<file path="src/rtl/rgb565_px_assembler.sv">
// rgb565_px_assembler
// Assembles RGB565 pixels from a byte stream. The high byte arrives first.
// Tracks the column and row of each pixel within the frame, and flags
// end-of-line, end-of-frame and broken (restarted) frames.
module rgb565_px_assembler #(
   parameter int MAX_PIXEL_BITS = 16,
   parameter int IMG_WIDTH      = 160,
   parameter int IMG_HEIGHT     = 120,
   parameter int COL_BITS       = $clog2(IMG_WIDTH),
   parameter int ROW_BITS       = $clog2(IMG_HEIGHT)
) (
   input  logic                      clk_i,
   input  logic                      reset_i,
   input  logic                      byte_valid_i,
   input  logic [7:0]                byte_i,
   input  logic                      sof_i,
   output logic [MAX_PIXEL_BITS-1:0] out_px_rgb_o,
   output logic                      px_rdy_o,
   output logic [COL_BITS-1:0]       col_o,
   output logic [ROW_BITS-1:0]       row_o,
   output logic                      eol_o,
   output logic                      eof_o,
   output logic                      frame_err_o
);

   localparam logic [COL_BITS-1:0] LAST_COL = COL_BITS'(IMG_WIDTH - 1);
   localparam logic [ROW_BITS-1:0] LAST_ROW = ROW_BITS'(IMG_HEIGHT - 1);

   typedef enum logic [1:0] {
      ST_IDLE = 2'd0,
      ST_HI   = 2'd1,
      ST_LO   = 2'd2
   } state_t;

   state_t                    state_q,   state_d;
   logic [7:0]                hi_q,      hi_d;
   logic [COL_BITS-1:0]       col_cnt_q, col_cnt_d;   // position of the next pixel
   logic [ROW_BITS-1:0]       row_cnt_q, row_cnt_d;
   logic [MAX_PIXEL_BITS-1:0] out_px_q,  out_px_d;
   logic [COL_BITS-1:0]       col_q,     col_d;       // position of the presented pixel
   logic [ROW_BITS-1:0]       row_q,     row_d;
   logic                      px_rdy_q,  px_rdy_d;
   logic                      eol_q,     eol_d;
   logic                      eof_q,     eof_d;
   logic                      err_q,     err_d;
   logic                      start_frame;

   // Next-state logic. A qualified sof always restarts the frame, whatever
   // the state. Outside IDLE that restart also abandons the partial frame.
   always_comb begin
      state_d     = state_q;
      hi_d        = hi_q;
      col_cnt_d   = col_cnt_q;
      row_cnt_d   = row_cnt_q;
      out_px_d    = out_px_q;
      col_d       = col_q;
      row_d       = row_q;
      px_rdy_d    = 1'b0;
      eol_d       = 1'b0;
      eof_d       = 1'b0;
      err_d       = 1'b0;
      start_frame = byte_valid_i && sof_i;

      if (start_frame) begin
         // A pending half-pixel in LO is discarded simply by overwriting hi.
         hi_d      = byte_i;
         col_cnt_d = '0;
         row_cnt_d = '0;
         state_d   = ST_LO;
         err_d     = (state_q != ST_IDLE);
      end else if (byte_valid_i) begin
         case (state_q)
            ST_IDLE: begin
               // Bytes outside a frame are dropped.
            end
            ST_HI: begin
               hi_d    = byte_i;
               state_d = ST_LO;
            end
            ST_LO: begin
               out_px_d = MAX_PIXEL_BITS'({hi_q, byte_i});
               col_d    = col_cnt_q;
               row_d    = row_cnt_q;
               px_rdy_d = 1'b1;
               state_d  = ST_HI;
               if (col_cnt_q == LAST_COL) begin
                  eol_d     = 1'b1;
                  col_cnt_d = '0;
                  if (row_cnt_q == LAST_ROW) begin
                     eof_d     = 1'b1;
                     row_cnt_d = '0;
                     state_d   = ST_IDLE;
                  end else begin
                     row_cnt_d = row_cnt_q + ROW_BITS'(1);
                  end
               end else begin
                  col_cnt_d = col_cnt_q + COL_BITS'(1);
               end
            end
            default: state_d = ST_IDLE;
         endcase
      end
   end

   // State, data and output registers with synchronous reset.
   always_ff @(posedge clk_i) begin
      if (reset_i) begin
         state_q   <= ST_IDLE;
         hi_q      <= '0;
         col_cnt_q <= '0;
         row_cnt_q <= '0;
         out_px_q  <= '0;
         col_q     <= '0;
         row_q     <= '0;
         px_rdy_q  <= 1'b0;
         eol_q     <= 1'b0;
         eof_q     <= 1'b0;
         err_q     <= 1'b0;
      end else begin
         state_q   <= state_d;
         hi_q      <= hi_d;
         col_cnt_q <= col_cnt_d;
         row_cnt_q <= row_cnt_d;
         out_px_q  <= out_px_d;
         col_q     <= col_d;
         row_q     <= row_d;
         px_rdy_q  <= px_rdy_d;
         eol_q     <= eol_d;
         eof_q     <= eof_d;
         err_q     <= err_d;
      end
   end

   assign out_px_rgb_o = out_px_q;
   assign px_rdy_o     = px_rdy_q;
   assign col_o        = col_q;
   assign row_o        = row_q;
   assign eol_o        = eol_q;
   assign eof_o        = eof_q;
   assign frame_err_o  = err_q;

endmodule

</file>
<file path="config.mk">
export PLATFORM = sky130hd
export DESIGN_NAME = rgb565_px_assembler
export DESIGN_NICKNAME = d
export VERILOG_FILES = /design/src/rtl/rgb565_px_assembler.sv
export SDC_FILE = /design/constraint.sdc
export NUM_CORES = 1
export LEC_CHECK = 0
export BUFFER_PORTS_ARGS = -buffer_cell sky130_fd_sc_hd__buf_4
export CORE_ASPECT_RATIO = 2
export CORE_MARGIN = 4
export CORE_UTILIZATION = 30
export CTS_BUF_LIST = sky130_fd_sc_hd__clkbuf_8 sky130_fd_sc_hd__clkbuf_16
export CTS_CLUSTER_DIAMETER = 80
export DETAILED_ROUTE_END_ITERATION = 6
export HOLD_SLACK_MARGIN = 0.03
export SYNTH_ARGS = -nofsm -noshare
export SYNTH_HDL_FRONTEND = slang
export SYNTH_SLANG_ARGS = --single-unit
</file>
<file path="constraint.sdc">
create_clock -name clk_i -period 2 [get_ports clk_i]
set_input_delay 0.4 -clock clk_i [delete_from_list [all_inputs] [get_ports clk_i]]
set_output_delay 0.4 -clock clk_i [all_outputs]
set_load 0.02 [all_outputs]
</file>
==> results.cfg, run 1 <==
[run_status]
status = complete, no violations

[floorplanning]
chipWidth_um = 69.6
fp.coreArea_sq_um = 7320
fp-row-count = 44
die_h_um = 131
die-area_sq_um = 9130
pin_count = 47
initial_utilization = 0.311

[timing]
rsz0062_at_grt = no
relSlewSlack = 0.777
fin_skew_ns = 0.00578
final_critical_path_share_of_the_clock_period = 0.901
min_period_ns = 1.80
worstMarginPinSlew_ns = 0.335
tns_ns = 0
setup_viol_count_final = 0
finalMaxSlewViolations = 0
clock.fmax_ghz = 0.555
finalHoldViolCount = 0

[global_routing]
grt_max_degree = 33
grt_pass1_wl_mm = 9.39
antenna_found_initial = 0
grt_remaining_overflow = 0
vias_in_the_first_global_route = 1947
grt_util_all_layers = 0.128

[flow_run]
timing.max_cap.violations = 0

[yosys]
syn_area_per_cell_sq_um = 8.69
synth-seq-cells = 60
post_synth_instance_area_sq_um = 2280
synth-async-reset-ratio = 0
synthTopCellsByArea = sky130_fd_sc_hd__dfxtp_1, sky130_fd_sc_hd__nand2_1, sky130_fd_sc_hd__a21oi_1
netlist_top_cells_count = sky130_fd_sc_hd__nand2_1, sky130_fd_sc_hd__dfxtp_1, sky130_fd_sc_hd__a21oi_1
synth_top_cell_by_area = sky130_fd_sc_hd__dfxtp_1
ys.warnings.count = 0
prevailing_post_synth_register_cell = sky130_fd_sc_hd__dfxtp_1
synthesis.nets = 276
synth_enable_flop_cells = 0
synth_cells = 262
synth-seq-area-share = 0.527
yosysTopAreaCellShare = 0.527
netlist-cell-type-count = 34
post-synth-top-count-cell = sky130_fd_sc_hd__nand2_1

[placement]
post-dp-hpwl_mm = 3.85
dp_cells = 391
place.port_buffers = 46
placed_standard_cell_area_sq_um = 2730
gp_congestion = 0.821

[detailed_routing]
initialDrtViolationCount = 50
drc = 0
avgRoutedWirePerCell_um = 13.2
via_count = 1932
drt_pass1_iterations = 4
post_drt_via_cell_ratio = 4.75
route.antenna.remaining_nets = 0
wirelength_mm = 5.39

[cells_and_area]
fillerInstances = 738
finish.utilization = 0.409
num-nets-final = 324
area_growth_syn_to_layout_pct = 31.6
drive_gt1_frac = 0.232
antenna_cells_inserted = 0
cell_area_after_layout_sq_um = 3000
finish.cell_count_without_fillers = 407
area.sequential_sq_um = 1200
multi_input_comb_area_sq_um = 1010

[cts]
cts.repair.resized = 0
clock_tree.buffer_depth = 2
worst_skew_pair.late_latency_ns = 0.33
tritoncts_buffer_count = 9
clock-root-buffer = sky130_fd_sc_hd__clkbuf_16
worst_setup_hold_path_clk_slew_ns = 0.05
post_cts_setup_repair_bufs = 0
ctsHtreeMaxLevel = 3
cts_tree = yes
cts.sinks = 60
holdBufCountCts = 0

[setup_path]
cp_top_family = simple AND/OR/NAND/NOR gates
startpoint_type = flip-flop
worst-setup-path-type = flip-flop to flip-flop
worst-endpoint-arrival_ns = 2.06
worstPathMaxFanout = 8
worstPathCellList = ha_1, and4bb_4, nand3_4, or4b_1, a21oi_1
critPathSlowestCell = sky130_fd_sc_hd__or4b_1
cp_slowest_stage_delay_ns = 0.52
timing.critical_path.buf_inv = 0
crit_required_ns = 2.26
endpoint_kind = flip-flop

[pwr]
netSwitchingFraction = 0.221
cellPowerDensity_nw_per_um2 = 905
net-switching-power_mw = 0.599
cellInternalPower_mw = 2.11
clkPwrFrac = 0.509
ir_drop_uv = 881
static-leakage-power_nw = 1.19
power.total_mw = 2.71
power.combinational.fraction = 0.040
seqPwrFrac = 0.450

[min_path]
min-delay-path-class = primary input to flip-flop
## layout make-up
| cell class | instances | share of cell area |
|---|---|---|
| Clock buffer | 10 | 0.0797 |
| Clock inverter | 6 | 0.0109 |
| Multi-Input combinational cell | 187 | 0.336 |
| Sequential cell | 60 | 0.401 |
| Tap cell | 92 | 0.0384 |
| Timing Repair Buffer | 52 | 0.134 |
## cells by family after synthesis
family                     Yosys count  share of synthesized area
buffers and inverters               15                     0.0319
DFF                                 60                      0.527
and+or+nand+nor                    120                      0.249
AOI/OAI and AO/OA                   48                      0.110
adders and majority gates            2                     0.0110
muxes                                9                     0.0396
xor gates and xnor gates             8                     0.0308
## power by group through the flow
stage	logic (mW)	registers (mW)	clock network [mW]
final	0.109	1.22	1.38
after global routing	0.122	1.22	1.46
after CTS	0.112	1.22	1.42
after detailed placement	0.111	1.25	0
after global placement	0.110	1.25	0
after floorplan	0.0580	1.25	0
## layout by cell type, fill, tap and decap left out, types with 2 or more instances in the layout
cell / n
sky130_fd_sc_hd__and3_2: 2
sky130_fd_sc_hd__o21ai_0: 4
sky130_fd_sc_hd__or4_1: 2
sky130_fd_sc_hd__a21oi_1: 40
sky130_fd_sc_hd__nand4_1: 6
sky130_fd_sc_hd__dfxtp_1: 60
sky130_fd_sc_hd__mux2i_1: 9
sky130_fd_sc_hd__clkinvlp_4: 2
sky130_fd_sc_hd__inv_1: 2
sky130_fd_sc_hd__nand3b_1: 3
sky130_fd_sc_hd__buf_4: 51
sky130_fd_sc_hd__clkinv_2: 2
sky130_fd_sc_hd__xor2_1: 7
sky130_fd_sc_hd__clkbuf_16: 9
sky130_fd_sc_hd__ha_1: 2
sky130_fd_sc_hd__nand2_1: 72
sky130_fd_sc_hd__nand3_1: 3
sky130_fd_sc_hd__nand2b_1: 2
sky130_fd_sc_hd__nor2_1: 18
## worst reg2reg max path: cells and delay by family, from the launching register on
family	cells	cell delay, ns
AO/OA/AOI/OAI	1	0.13
adder cells (fa/ha/maj)	1	0.25
flip-flops	1	0.42
AND/OR/NAND/NOR	3	0.94
## flip-flops by register name (all words and copies together) (netlist names), 2 cells and up
signal / flops
out_px_rgb_o: 16
col_cnt_q: 8
col_o: 8
hi_q: 8
row_cnt_q: 7
row_o: 7
state_q: 2
## layer usage
layer  GRT usage  part of all wire
met1       0.132              0.39
met2       0.218              0.52
met3      0.0520             0.064
met4      0.0663             0.024
met5           0                 0
## path summary, 6_finish.rpt
path	startpoint	to	slack, ns	cells after the start
setup / recovery	col_cnt_q[0]	row_cnt_q[3]	0.20	5
setup reg to reg	col_cnt_q[0]	row_cnt_q[3]	0.20	5
hold / removal	byte_i[5]	hi_q[5]	0.31	3
hold reg to reg	hi_q[2]	out_px_rgb_o[10]	0.45	2
## through the flow
step	setup slack, ns	hold WS (ns)
after global placement	0.259	0.437
final	0.198	0.314
after CTS	0.195	0.306
after global routing	0.105	0.317
after floorplan	0.353	0.432
after detailed placement	0.205	0.450
No activity file was read; power rests on OpenSTA's default activity.
==> run 2, diff against run 1 <==
- CORE_UTILIZATION: 30 -> 53
- PLACE_DENSITY: unset -> 0.78
- SLEW_MARGIN: unset -> 20
==> run 2 against run 1 <==
Effect of this change: power is 14% lower; die area is 40% lower; register-to-register slack worse by 0.02 ns; wire length is 8.1% lower; critical path depth stayed put; sequential power hardly changed; fmax is 1.3% lower; combinational power hardly changed.
==> results.cfg, run 2 (synthesized netlist as in run 1, its figures left out) <==
[run_status]
status = complete, no violations

[cells_and_area]
drive_gt1_frac = 0.237
final_cell_mix = sky130_fd_sc_hd__nand2_1, sky130_fd_sc_hd__dfxtp_1, sky130_fd_sc_hd__buf_4
area.sequential_sq_um = 1200
largest_reg_flops = 16
antenna_cells_inserted = 0
area_growth_syn_to_layout_pct = 25.3
num-nets-final = 325
multi_input_comb_area_sq_um = 1010
fillerInstances = 347
layout.cells.most_common = sky130_fd_sc_hd__nand2_1

[placement]
gp_congestion = 0.849
place.port_buffers = 46
post-dp-hpwl_mm = 3.52

[detailed_routing]
post_drt_via_cell_ratio = 5.32
drt_pass1_iterations = 4
wirelength_mm = 4.95
via_count = 1956
route.antenna.remaining_nets = 0
avgRoutedWirePerCell_um = 13.5
initialDrtViolationCount = 27
drc = 0

[timing]
setup_viol_count_final = 0
relSlewSlack = 0.787
rsz0062_at_grt = no
fin_skew_ns = 0.00656
finalHoldViolCount = 0
final_critical_path_share_of_the_clock_period = 0.913
tightest_hold_margin_ns = 0.301
min_period_ns = 1.83
finalMaxSlewViolations = 0
clock.fmax_ghz = 0.547
tns_ns = 0
worstMarginPinSlew_ns = 0.320

[setup_path]
crit_required_ns = 2.27
regToRegEndpoint = row_cnt_q[3]
worstPathCellList = ha_1, and4bb_4, nand3_4, or4b_1, a21oi_1
worst-endpoint-arrival_ns = 2.09
worstReg2RegStart = col_cnt_q[1]
timing.critical_path.buf_inv = 0
worst_r2r_path_depth = 5
endpoint_kind = flip-flop
startpoint_type = flip-flop
reg2reg_setup_slack_ns = 0.17
cp_slowest_stage_delay_ns = 0.53
worstPathMaxFanout = 8
worst-setup-path-type = flip-flop to flip-flop
critPathSlowestCell = sky130_fd_sc_hd__or4b_1
cp_top_family = simple AND/OR/NAND/NOR gates

[cts]
worst_skew_pair.late_latency_ns = 0.33
holdBufCountCts = 0
cts.sinks = 60
clock_tree.buffer_depth = 2
clock-root-buffer = sky130_fd_sc_hd__clkbuf_8
worst_setup_hold_path_clk_slew_ns = 0.07
cts_tree = yes
post_cts_setup_repair_bufs = 0
cts.repair.resized = 0
ctsHtreeMaxLevel = 3
tritoncts_buffer_count = 9

[floorplanning]
initial_utilization = 0.552
chipWidth_um = 54.4
fp.coreArea_sq_um = 4130
fp-row-count = 33
die-area_sq_um = 5470
die_h_um = 101
pin_count = 47

[pwr]
power.total_mw = 2.33
ir_drop_uv = 828
static-leakage-power_nw = 1.15
cellPowerDensity_nw_per_um2 = 818

[min_path]
worst_hold_startpoint = byte_i[3]
holdPathStages = 3
hold_path_endpoint = hi_q[3]
min-delay-path-class = primary input to flip-flop

[global_routing]
vias_in_the_first_global_route = 1950
grt_pass1_wl_mm = 8.29
antenna_found_initial = 0
grt_max_degree = 27
grt_remaining_overflow = 0
grt_util_all_layers = 0.209

[flow_run]
timing.max_cap.violations = 0
run 2: changes by cell type in the layout (fill, tap and decap cells not counted), sizes merged:
cell,change
clkbuf,-1
clkinv,+3
clkinvlp,-2
inv,-1
buf,+1
bufinv,+1
run 2: worst max-delay path by stage:
stage,from,to,slack (ns),depth (start not counted)
finish,col_cnt_q[1],row_cnt_q[3],0.17,5
global route,col_cnt_q[1],row_cnt_q[3],0.07,5
CTS,col_cnt_q[0],row_cnt_q[3],0.20,5
detailed placement,col_cnt_q[0],row_cnt_q[3],0.21,5
global placement,col_cnt_q[0],row_cnt_q[3],0.28,5
floorplan,col_cnt_q[0],row_cnt_q[3],0.35,5
run 2: worst register-to-register path, stage by stage (launching register included):
cell,delay [ns]
sky130_fd_sc_hd__dfxtp_1,0.43
sky130_fd_sc_hd__ha_1,0.25
sky130_fd_sc_hd__and4bb_4,0.30
sky130_fd_sc_hd__nand3_4,0.12
sky130_fd_sc_hd__or4b_1,0.53
sky130_fd_sc_hd__a21oi_1,0.14
run 2: final cells by class:
class | instances | area share
Multi-Input combinational cell | 187 | 0.353
Timing Repair Buffer | 53 | 0.139
Clock inverter | 7 | 0.0206
Clock buffer | 9 | 0.0434
Sequential cell | 60 | 0.421
Tap cell | 52 | 0.0228
run 2: layer usage:
layer,track usage,up-vias,part of all wire
met5,0,-,0
met4,0.125,0,0.022
met3,0.0711,13,0.051
met2,0.352,47,0.56
met1,0.210,918,0.37
li1,-,978,-
run 2: report_power, final:
group          switching [mW]  internal, mW  total [mW]
Clock                   0.448         0.559        1.01
Sequential            0.00992          1.21        1.22
Combinational          0.0631        0.0443       0.107
Total                   0.521          1.81        2.33
run 2: metrics by stage:
step            util  worst slack, ns  cells  cell area (sq um)
2_1_floorplan      -            0.353    262               2280
3_5_place_dp   0.647            0.207    352               2670
5_1_grt        0.691           0.0734    368               2850
4_1_cts        0.691            0.198    368               2850
3_3_place_gp   0.647            0.278    352               2670
6_report       0.691            0.174    368               2850
==> run 3, diff against run 2 <==
- ABC_AREA: unset -> 1
- CORE_UTILIZATION: 53 -> 54
==> run 3 against run 2 <==
Effect of this change: clock-buffer cell count unchanged; utilization about the same; hold slack got worse by 0.052 ns; combinational power increased by 29%; clock skew about the same; global-route usage increased by 0.33 points; fmax increased by 15%; power increased by 13%; via count increased by 9.9%; synthesized area increased by 6.4%; die area increased by 3.9%; critical path type unchanged; largest power group is now clock; highest routed layer unchanged.
==> results.cfg, run 3 <==
[cts]
cts_tree = yes
tritoncts_buffer_count = 9
clock_tree.buffer_depth = 2
worst_skew_pair.late_latency_ns = 0.33
cts.repair.resized = 0
clock-root-buffer = sky130_fd_sc_hd__clkbuf_8
post_cts_setup_repair_bufs = 0
worst_setup_hold_path_clk_slew_ns = 0.06
holdBufCountCts = 0
ctsHtreeMaxLevel = 3
cts.sinks = 60

[floorplanning]
chipWidth_um = 55.4
die_h_um = 103
pin_count = 47
fp-row-count = 34
die-area_sq_um = 5690
initial_utilization = 0.559
fp.coreArea_sq_um = 4340

[pwr]
power.total_mw = 2.63
power.combinational.fraction = 0.053
ir_drop_uv = 736
net-switching-power_mw = 0.545
clkPwrFrac = 0.480
cellInternalPower_mw = 2.08
seqPwrFrac = 0.468
cellPowerDensity_nw_per_um2 = 877
static-leakage-power_nw = 1.32
netSwitchingFraction = 0.207

[setup_path]
regToRegEndpoint = state_q[0]
critical-path-top-cell-by-count = sky130_fd_sc_hd__nand2_1
crit_path_end = state_q[0]
worst-setup-path-type = flip-flop to flip-flop
worst_r2r_path_depth = 8
path_depth = 8
timing.critical_path.buf_inv = 1
worst-endpoint-arrival_ns = 1.80
worstPathCellList = ha_1, nand2_1, inv_1, nand2_1, nor2_1, nand2_1, nand2_1, o31ai_1
critical_path.startpoint = row_cnt_q[0]
worstPathMaxFanout = 6
worstReg2RegStart = row_cnt_q[0]
cp_top_family = simple AND/OR/NAND/NOR gates
endpoint_kind = flip-flop
startpoint_type = flip-flop
critPathSlowestCell = sky130_fd_sc_hd__dfxtp_1
reg2reg_setup_slack_ns = 0.42
crit_required_ns = 2.22
cp_slowest_stage_delay_ns = 0.44

[cells_and_area]
antenna_cells_inserted = 0
area.sequential_sq_um = 1200
layout.cells.most_common = sky130_fd_sc_hd__dfxtp_1
area_growth_syn_to_layout_pct = 23.7
finish.utilization = 0.691
final_cell_mix = sky130_fd_sc_hd__dfxtp_1, sky130_fd_sc_hd__nor2_1, sky130_fd_sc_hd__buf_4
num-nets-final = 368
multi_input_comb_area_sq_um = 1030
drive_gt1_frac = 0.242
fillerInstances = 404
largest_reg_flops = 16
finish.cell_count_without_fillers = 413

[yosys]
synthTopCellsByArea = sky130_fd_sc_hd__dfxtp_1, sky130_fd_sc_hd__nor2_1, sky130_fd_sc_hd__nand2_1
prevailing_post_synth_register_cell = sky130_fd_sc_hd__dfxtp_1
post-synth-top-count-cell = sky130_fd_sc_hd__dfxtp_1
netlist_top_cells_count = sky130_fd_sc_hd__dfxtp_1, sky130_fd_sc_hd__nor2_1, sky130_fd_sc_hd__nand2_1
post_synth_instance_area_sq_um = 2420
synth-async-reset-ratio = 0
synth_enable_flop_cells = 0
synth_cells = 305
synth_top_cell_by_area = sky130_fd_sc_hd__dfxtp_1
yosysTopAreaCellShare = 0.496
synth-seq-area-share = 0.496
ys.warnings.count = 0
syn_area_per_cell_sq_um = 7.95
synthesis.nets = 319
netlist-cell-type-count = 29
synth-seq-cells = 60

[timing]
final_critical_path_share_of_the_clock_period = 0.792
worstMarginPinSlew_ns = 0.346
finalHoldViolCount = 0
fin_skew_ns = 0.00703
relSlewSlack = 0.769
setup_viol_count_final = 0
clock.fmax_ghz = 0.631
finalMaxSlewViolations = 0
min_period_ns = 1.58
tns_ns = 0
rsz0062_at_grt = no

[placement]
post-dp-hpwl_mm = 3.89
place.port_buffers = 46
gp_congestion = 0.847
dp_cells = 397

[detailed_routing]
avgRoutedWirePerCell_um = 13.3
wirelength_mm = 5.49
drt_pass1_iterations = 5
post_drt_via_cell_ratio = 5.20
via_count = 2149
route.antenna.remaining_nets = 0
initialDrtViolationCount = 63
drc = 0

[global_routing]
grt_remaining_overflow = 0
grt_util_all_layers = 0.212
antenna_found_initial = 0
vias_in_the_first_global_route = 2140
grt_pass1_wl_mm = 9.38
grt_max_degree = 39

[run_status]
status = complete, no violations

[flow_run]
timing.max_cap.violations = 0

[min_path]
min-delay-path-class = primary input to flip-flop
[run 3: cell count changes after synthesis, sizes merged, moves of 9 or more]
cell	change
nor2	+44
nand2	-21
a21oi	-10
mux2i	-9
inv	+27
o21ai	+41
[run 3: kinds of logic after synthesis]
logic type,Yosys count,synth area share
AND/OR/NAND/NOR,126,0.230
AO/OA/AOI/OAI,79,0.183
flip-flops,60,0.496
buffers and inverters,38,0.0805
adder cells (fa/ha/maj),2,0.0103
[run 3: metrics by stage]
step	instance area, sq um	hold WS [ns]	setup slack (ns)
4_1_cts	3000	0.230	0.441
5_1_grt	3000	0.230	0.190
3_5_place_dp	2770	0.453	0.423
6_report	3000	0.249	0.415
3_3_place_gp	2770	0.449	0.446
2_1_floorplan	2420	0.433	0.706
[run 3: layer usage]
layer  wire length (um)  vias to the layer above  global-route usage
met2               3060                       61               0.377
met5                  0                        -                   0
met4                135                        0               0.137
li1                   -                     1094                   -
met3                257                       13              0.0652
met1               2040                      981               0.213
[run 3: worst register-to-register path, cell delays in order, from the launching register on]
cell	delay, ns
sky130_fd_sc_hd__dfxtp_1	0.44
sky130_fd_sc_hd__ha_1	0.21
sky130_fd_sc_hd__nand2_1	0.10
sky130_fd_sc_hd__inv_1	0.09
sky130_fd_sc_hd__nand2_1	0.05
sky130_fd_sc_hd__nor2_1	0.28
sky130_fd_sc_hd__nand2_1	0.15
sky130_fd_sc_hd__nand2_1	0.09
sky130_fd_sc_hd__o31ai_1	0.06
[run 3: cell type report]
type                       instances  area share
inverter                          27      0.0346
sequential                        60       0.400
clock buffer                       9      0.0413
timing repair buffer              49       0.123
multi-input combinational        207       0.343
clock inverter                     7      0.0359
tap                               54      0.0225
[run 3: power by group through the flow]
stage / sequential [mW] / clock, mW / combinational [mW]
finish: 1.23 / 1.26 / 0.138
global placement: 1.26 / 0 / 0.136
floorplan: 1.27 / 0 / 0.0726
detailed placement: 1.26 / 0 / 0.138
global route: 1.23 / 1.35 / 0.153
CTS: 1.23 / 1.29 / 0.140
[run 3: worst min path at each step]
stage	slack (ns)	depth (start not counted)	from	endpoint
after floorplan	0.43	2	hi_q[6]	hi_q[6]
after global placement	0.45	2	hi_q[0]	out_px_rgb_o[8]
after detailed placement	0.45	2	hi_q[0]	out_px_rgb_o[8]
after CTS	0.23	2	reset_i	hi_q[6]
after global routing	0.23	2	reset_i	hi_q[7]
final	0.25	2	reset_i	hi_q[6]
